`config.mk`:
```
export PLATFORM = sky130hd
export DESIGN_NAME = inst_cache
export DESIGN_NICKNAME = d
export VERILOG_FILES = /design/src/rtl/inst_cache_pkg.sv /design/src/rtl/inst_cache_line_store.sv /design/src/rtl/inst_cache.sv
export SDC_FILE = /design/constraint.sdc
export NUM_CORES = 2
export LEC_CHECK = 0
export ABC_AREA = 1
export BUFFER_PORTS_ARGS = -buffer_cell sky130_fd_sc_hd__buf_2
export CAP_MARGIN = 40
export CORE_UTILIZATION = 38
export DETAILED_ROUTE_END_ITERATION = 10
export SYNTH_ARGS = -nofsm -noshare
export SYNTH_HDL_FRONTEND = slang
export SYNTH_SLANG_ARGS = --single-unit
```
`constraint.sdc`:
```
create_clock -name clk -period 6.45 [get_ports clk]
set_input_delay 0.9675 -clock clk [delete_from_list [all_inputs] [get_ports clk]]
set_output_delay 0.9675 -clock clk [all_outputs]
set_load 0.005 [all_outputs]
```
`src/rtl/inst_cache_pkg.sv`:
```
// Shared types and constants for the direct-mapped instruction cache.
package inst_cache_pkg;

    localparam int          INST_WIDTH = 32;
    localparam int          ADDR_WIDTH = 32;
    localparam logic [31:0] NOP        = 32'h0000_0000;

    // Refill controller states
    typedef enum logic {
        IDLE   = 1'b0,
        REFILL = 1'b1
    } state_e;

    // Tag width left over once byte, offset and index bits are removed
    function automatic int tag_bits(input int index_bits, input int offset_bits);
        return ADDR_WIDTH - 2 - offset_bits - index_bits;
    endfunction

    // Lowest address bit that belongs to the line (index) field
    function automatic int line_lsb(input int offset_bits);
        return offset_bits + 2;
    endfunction

endpackage

```
`src/rtl/inst_cache_line_store.sv`:
```
// Valid/tag/data storage for the instruction cache: one combinational read
// port, one write port with a set-valid strobe, and a flush-all strobe.
module inst_cache_line_store
    import inst_cache_pkg::*;
#(
    parameter int INDEX_BITS  = 4,
    parameter int OFFSET_BITS = 2,
    parameter int TAG_BITS    = 26
) (
    input  logic                   clk,
    input  logic                   rst_n,
    input  logic                   flush_all_i,
    input  logic [INDEX_BITS-1:0]  rd_index_i,
    input  logic [OFFSET_BITS-1:0] rd_offset_i,
    output logic                   rd_valid_o,
    output logic [TAG_BITS-1:0]    rd_tag_o,
    output logic [INST_WIDTH-1:0]  rd_data_o,
    input  logic                   wr_en_i,
    input  logic [INDEX_BITS-1:0]  wr_index_i,
    input  logic [OFFSET_BITS-1:0] wr_offset_i,
    input  logic [INST_WIDTH-1:0]  wr_data_i,
    input  logic                   set_valid_i,
    input  logic [TAG_BITS-1:0]    set_tag_i
);

    localparam int LINES = 1 << INDEX_BITS;
    localparam int WORDS = 1 << OFFSET_BITS;

    logic [LINES-1:0]      valid_q;
    logic [TAG_BITS-1:0]   tag_q  [LINES];
    logic [INST_WIDTH-1:0] data_q [LINES*WORDS];

    // Valid bits: cleared by reset and flush; flush wins over a same-cycle set
    always_ff @(posedge clk) begin
        if (!rst_n) begin
            valid_q <= '0;
        end else if (flush_all_i) begin
            valid_q <= '0;
        end else if (set_valid_i) begin
            valid_q[wr_index_i] <= 1'b1;
        end else begin
            valid_q <= valid_q;
        end
    end

    // Tag array: written when a line completes its refill (not reset)
    always_ff @(posedge clk) begin
        if (set_valid_i) begin
            tag_q[wr_index_i] <= set_tag_i;
        end
    end

    // Data array: one word per refill beat (not reset)
    always_ff @(posedge clk) begin
        if (wr_en_i) begin
            data_q[{wr_index_i, wr_offset_i}] <= wr_data_i;
        end
    end

    assign rd_valid_o = valid_q[rd_index_i];
    assign rd_tag_o   = tag_q[rd_index_i];
    assign rd_data_o  = data_q[{rd_index_i, rd_offset_i}];

endmodule

```
`src/rtl/inst_cache.sv`:
```
// Direct-mapped, read-only instruction cache with a zero-latency hit path
// and a two-state refill controller that fetches a whole line on a miss.
module inst_cache
    import inst_cache_pkg::*;
#(
    parameter int INDEX_BITS  = 4,
    parameter int OFFSET_BITS = 2
) (
    input  logic                  clk,
    input  logic                  rst_n,
    input  logic                  fetch_valid,
    input  logic [ADDR_WIDTH-1:0] ins_address,
    input  logic                  flush,
    output logic [INST_WIDTH-1:0] instruction,
    output logic                  hit,
    output logic                  mem_req,
    output logic [ADDR_WIDTH-1:0] mem_addr,
    input  logic [INST_WIDTH-1:0] mem_rdata,
    input  logic                  mem_rvalid
);

    localparam int TAG_BITS = tag_bits(INDEX_BITS, OFFSET_BITS);
    localparam int LINE_LSB = line_lsb(OFFSET_BITS);
    localparam int TAG_LSB  = LINE_LSB + INDEX_BITS;

    localparam logic [ADDR_WIDTH-1:0]  LINE_MASK = ~((32'd1 << LINE_LSB) - 32'd1);
    localparam logic [OFFSET_BITS-1:0] LAST_BEAT = '1;
    localparam logic [OFFSET_BITS-1:0] BEAT_ONE  = OFFSET_BITS'(1);

    state_e                  state_q, state_d;
    logic [OFFSET_BITS-1:0]  counter_q, counter_d;
    logic [ADDR_WIDTH-1:0]   line_addr_q, line_addr_d;
    logic                    pend_flush_q, pend_flush_d;

    logic [OFFSET_BITS-1:0]  lu_offset_s;
    logic [INDEX_BITS-1:0]   lu_index_s;
    logic [TAG_BITS-1:0]     lu_tag_s;
    logic                    rd_valid_s;
    logic [TAG_BITS-1:0]     rd_tag_s;
    logic [INST_WIDTH-1:0]   rd_data_s;
    logic                    lookup_hit_s;

    logic                    wr_en_s;
    logic                    set_valid_s;
    logic                    flush_all_s;
    logic [INDEX_BITS-1:0]   fill_index_s;
    logic [TAG_BITS-1:0]     fill_tag_s;

    assign lu_offset_s  = ins_address[LINE_LSB-1:2];
    assign lu_index_s   = ins_address[TAG_LSB-1:LINE_LSB];
    assign lu_tag_s     = ins_address[ADDR_WIDTH-1:TAG_LSB];
    assign fill_index_s = line_addr_q[TAG_LSB-1:LINE_LSB];
    assign fill_tag_s   = line_addr_q[ADDR_WIDTH-1:TAG_LSB];

    inst_cache_line_store #(
        .INDEX_BITS  (INDEX_BITS),
        .OFFSET_BITS (OFFSET_BITS),
        .TAG_BITS    (TAG_BITS)
    ) u_store (
        .clk         (clk),
        .rst_n       (rst_n),
        .flush_all_i (flush_all_s),
        .rd_index_i  (lu_index_s),
        .rd_offset_i (lu_offset_s),
        .rd_valid_o  (rd_valid_s),
        .rd_tag_o    (rd_tag_s),
        .rd_data_o   (rd_data_s),
        .wr_en_i     (wr_en_s),
        .wr_index_i  (fill_index_s),
        .wr_offset_i (counter_q),
        .wr_data_i   (mem_rdata),
        .set_valid_i (set_valid_s),
        .set_tag_i   (fill_tag_s)
    );

    // Lookup and memory-side outputs; lookups only hit while IDLE
    always_comb begin
        lookup_hit_s = 1'b0;
        mem_req      = 1'b0;
        mem_addr     = '0;
        if (state_q == IDLE) begin
            lookup_hit_s = fetch_valid & rd_valid_s & (rd_tag_s == lu_tag_s);
        end else begin
            mem_req  = 1'b1;
            mem_addr = line_addr_q
                     + {{(ADDR_WIDTH-OFFSET_BITS-2){1'b0}}, counter_q, 2'b00};
        end
        hit         = lookup_hit_s;
        instruction = lookup_hit_s ? rd_data_s : NOP;
    end

    // Next-state logic: miss detection, beat counting, flush tracking
    always_comb begin
        state_d      = state_q;
        counter_d    = counter_q;
        line_addr_d  = line_addr_q;
        pend_flush_d = pend_flush_q;
        wr_en_s      = 1'b0;
        set_valid_s  = 1'b0;
        flush_all_s  = flush;
        case (state_q)
            IDLE: begin
                pend_flush_d = 1'b0;
                if (fetch_valid && !lookup_hit_s) begin
                    state_d     = REFILL;
                    line_addr_d = ins_address & LINE_MASK;
                    counter_d   = '0;
                end else begin
                    state_d = IDLE;
                end
            end
            REFILL: begin
                if (flush) begin
                    pend_flush_d = 1'b1;
                end else begin
                    pend_flush_d = pend_flush_q;
                end
                if (mem_rvalid) begin
                    wr_en_s   = 1'b1;
                    counter_d = counter_q + BEAT_ONE;
                    if (counter_q == LAST_BEAT) begin
                        // A flush seen at any point of this refill keeps the line invalid
                        set_valid_s  = !(pend_flush_q || flush);
                        pend_flush_d = 1'b0;
                        state_d      = IDLE;
                    end else begin
                        state_d = REFILL;
                    end
                end else begin
                    state_d = REFILL;
                end
            end
            default: begin
                state_d      = IDLE;
                counter_d    = '0;
                pend_flush_d = 1'b0;
            end
        endcase
    end

    // State register with synchronous active-low reset
    always_ff @(posedge clk) begin
        if (!rst_n) begin
            state_q      <= IDLE;
            counter_q    <= '0;
            line_addr_q  <= '0;
            pend_flush_q <= 1'b0;
        end else begin
            state_q      <= state_d;
            counter_q    <= counter_d;
            line_addr_q  <= line_addr_d;
            pend_flush_q <= pend_flush_d;
        end
    end

endmodule

```
==> results.txt <==
----------------------------------------------------
[Timing]
  Worst Setup Slack, final ... around 700 ps
  Unrepaired setup endpoints after global routing ... no
  Count of final max-slew check failures ... 0
  Top achievable clock speed ... 173 MHz
  Actual slew at the worst max-slew pin ... around 940 ps
  Rel. slew slack ... a little under two fifths
  Worst-case clock skew ... between 70 and 80 ps
  Number of setup violations in the final report ... 0
  Final critical-path share of the clock period ... about 89%
  Minimum clock period ... 5770 ps
  Setup_tns ... 0 ps
  Number of failing hold endpoints at the final stage ... 0

[Clocking]
  Number of cells upsized or downsized after cts ... 0
  Library cell used as clock root buffer ... clkbuf_16
  Clock buffer count from CTS ... 239
  Clock net sink count ... 2480
  Clk Latency, worst-skew pair ... 880 ps
  TritonCTS clock tree ... built
  Clock-pin slew of the registers on the worst-case setup and hold paths ... around 60 ps
  Setup Fix Bufs, Post-CTS ... 0
  Maximum clock insertion buffer count ... 3
  H-Tree Level Count ... 4
  Cts-stage hold buffer count ... 0

[Routing]
  Routed WL per cell ... 25.4 um
  Routed vias/inst ... around 5.7
  Number of nets with antenna violations after routing ... 0
  Initial DRC Count ... 7893
  Post-detailed-route DRC marker count ... 4
  Total number of vias ... 64300
  Routed wire length ... 288000 um
  Pre-Repair DR Iteration Count ... 9

[Global routing]
  Met3 global-route usage ... approximately 4.7%
  Vias in the first global route ... a little over 60000
  Overall global routing resource usage ... 21.4%
  Total congestion overflow after global routing ... 0
  Antenna violations before repair ... 27
  Global-route wire length before repair ... 416000 um
  Highest-utilization routing layer at the global route stage ... met2
  Met2 Track Usage GR ... 34.4%
  Met1 track demand over resource ... between 20% and 30%
  Pin count of the biggest net entering global routing ... 189

[Setup path]
  Endpoint type of the worst setup path ... output pin
  Critical path data required time ... approximately 5500 ps
  Maximum net fanout on the critical path ... 188
  Startpoint Class ... primary input
  CP Class ... primary input to output pin
  Arrival time of data at the critical path endpoint ... 4800 ps

[Floorplanning]
  Height of the die ... slightly above 500 um
  Total Die Area ... 263000 um2
  Cell Rows ... 187
  Total core area ... about 260000 um2
  Initial standard-cell utilization of the core ... 38.2%
  Total I/O pin count ... roughly 140
  Die width ... 512 um

[Yosys]
  Share of synthesized area occupied by flip-flops and latches ... 74.7%
  Yosys warnings ... 0
  Post-synthesis instance total ... 7670
  EDFF count, synth ... approximately 2400
  Flip-flop and latch count after synthesis ... 2480
  Cell type with the largest total area after synthesis ... edfxtp_1
  Synth Area per Inst ... 12.9 um2
  Most used DFF post-synth ... edfxtp_1
  Synth async-reset ratio ... 0%
  Unique cell type count in the Yosys netlist ... 41
  Cell types occupying the most area after synthesis ... edfxtp_1 74%, nand2_1 5.7%, o21ai_0 3.3%
  Proportion of netlist area held by the largest area contributor ... approximately three quarters
  Post-Synthesis Cell Area ... 99000 um2

[Pwr]
  Power per cell area ... 298 nW/um2
  Tot Pwr ... between 30 and 40 mW
  Leakage ... about 38 nW
  Maximum VDD drop ... 0.308 mV

[Status]
  Violated checks ... design-rule violations
  Outcome ... finished, violations left

[Hold path]
  Class of the tightest hold or removal check ... primary input to flip-flop

[Place]
  Pre-CTS WS ... 891 ps
  HPWL after detailed placement ... roughly 150000 um
  Global placer's final weighted congestion ... approximately 0.83
  Count of port buffers added during placement ... 130

[Final layout]
  Area grow syn2layout ... 13.1%
  Most used cells in the layout excluding fill and tap cells ... 2432 x edfxtp_1, 1496 x nand2_1, 672 x nor2_1
  Commonest non-fill, non-tap cell in the layout ... edfxtp_1
  Fraction of final layout cells sized beyond drive strength 1 ... approximately a tenth
  Number of nets in the final layout ... 7797

[Job]
  Max Cap Viol ... 0

----------------------------------------------------
area by class of cell:
type,count,area (um2)
Clock inverter,134,1110
Fill cell,23300,147000
Multi-Input combinational cell,4415,22300
Inverter,226,893
Timing Repair Buffer,365,3000
Antenna cell,6,15.0
Sequential cell,2480,74000
Tap cell,3402,4260
Clock buffer,318,6380
final timing paths:
kind                                    startpoint                                to  slack [ps]  depth (start not counted)
hold / removal                     ins_address[24]      line_addr_q[24]$_SDFFE_PN0P_         350                          3
hold reg to reg   u_store.valid_q[13]$_SDFFE_PP0P_  u_store.valid_q[13]$_SDFFE_PP0P_         470                          2
setup reg to reg       line_addr_q[6]$_SDFFE_PN0P_   u_store.data_q[3][29]$_DFFE_PP_        2960                          4
setup / recovery                    ins_address[4]                   instruction[25]         680                         10
logic make-up after synthesis:
| logic type | Yosys count | share of synthesized area, % |
|---|---|---|
| flip-flops | 2480 | 74.7 |
| other | 1 | 0.00379 |
| AND/OR/NAND/NOR | 2674 | 10.8 |
| AO/OA/AOI/OAI | 1738 | 11.1 |
| adder cells (fa/ha/maj) | 1 | 0.0126 |
| buffers and inverters | 776 | 3.28 |
sequential cells by signal, summed over array words and instances, names as in the netlist:
name             flops
u_store.valid_q     16
pend_flush_q         1
u_store.tag_q      384
line_addr_q         28
state_q              1
counter_q            2
u_store.data_q    2048
through the flow:
stage | utilization [%] | cells | hold slack (ps) | cell area [um2]
4_1_cts | 43.2 | 11300 | 294 | 112000
5_1_grt | 43.2 | 11300 | 335 | 112000
2_1_floorplan | - | 7671 | 440 | 99000
3_5_place_dp | 40.3 | 10900 | 460 | 104000
3_3_place_gp | 40.2 | 10900 | 449 | 104000
6_report | 43.2 | 11300 | 350 | 112000
power breakdown:
part	switching, mW	leakage, nW	internal (mW)	total (mW)
clock network	6.05	3.65	7.39	13.4
logic	1.51	11.6	0.516	2.03
registers	0.0909	22.3	17.8	17.9
metal layers:
| metal | up-vias | routed length (um) |
|---|---|---|
| met2 | 2784 | 135000 |
| met1 | 32500 | 116000 |
| met3 | 546 | 26600 |
| met5 | - | 327 |
| li1 | 28500 | - |
| met4 | 24 | 9860 |
cell usage after synthesis, types with 2 or more instances:
cell	n
or2_0	4
and3_1	25
buf_1	37
buf_4	22
o311ai_0	2
nand2_1	1496
o21ai_0	653
clkbuf_1	388
nor3_1	12
dfxtp_1	48
nor4_1	8
o31ai_1	4
a21oi_1	393
edfxtp_1	2432
o211ai_1	137
nor2_2	23
nand3b_1	5
nand4_1	8
o221ai_1	187
o22ai_1	69
nand3_1	351
inv_4	3
a221o_1	32
a221oi_1	91
buf_2	86
o21ai_1	34
nor2_1	738
inv_1	217
a32o_1	134
buf_6	16
clkinv_1	5
worst max-delay path, stage by stage:
cell	delay [ps]
buf_8	180
inv_16	260
buf_16	660
buf_4	740
buf_4	480
o21ai_0	150
o211ai_1	550
nand3_1	150
and3_1	230
buf_2	130
No activity file was read; power rests on OpenSTA's default activity.
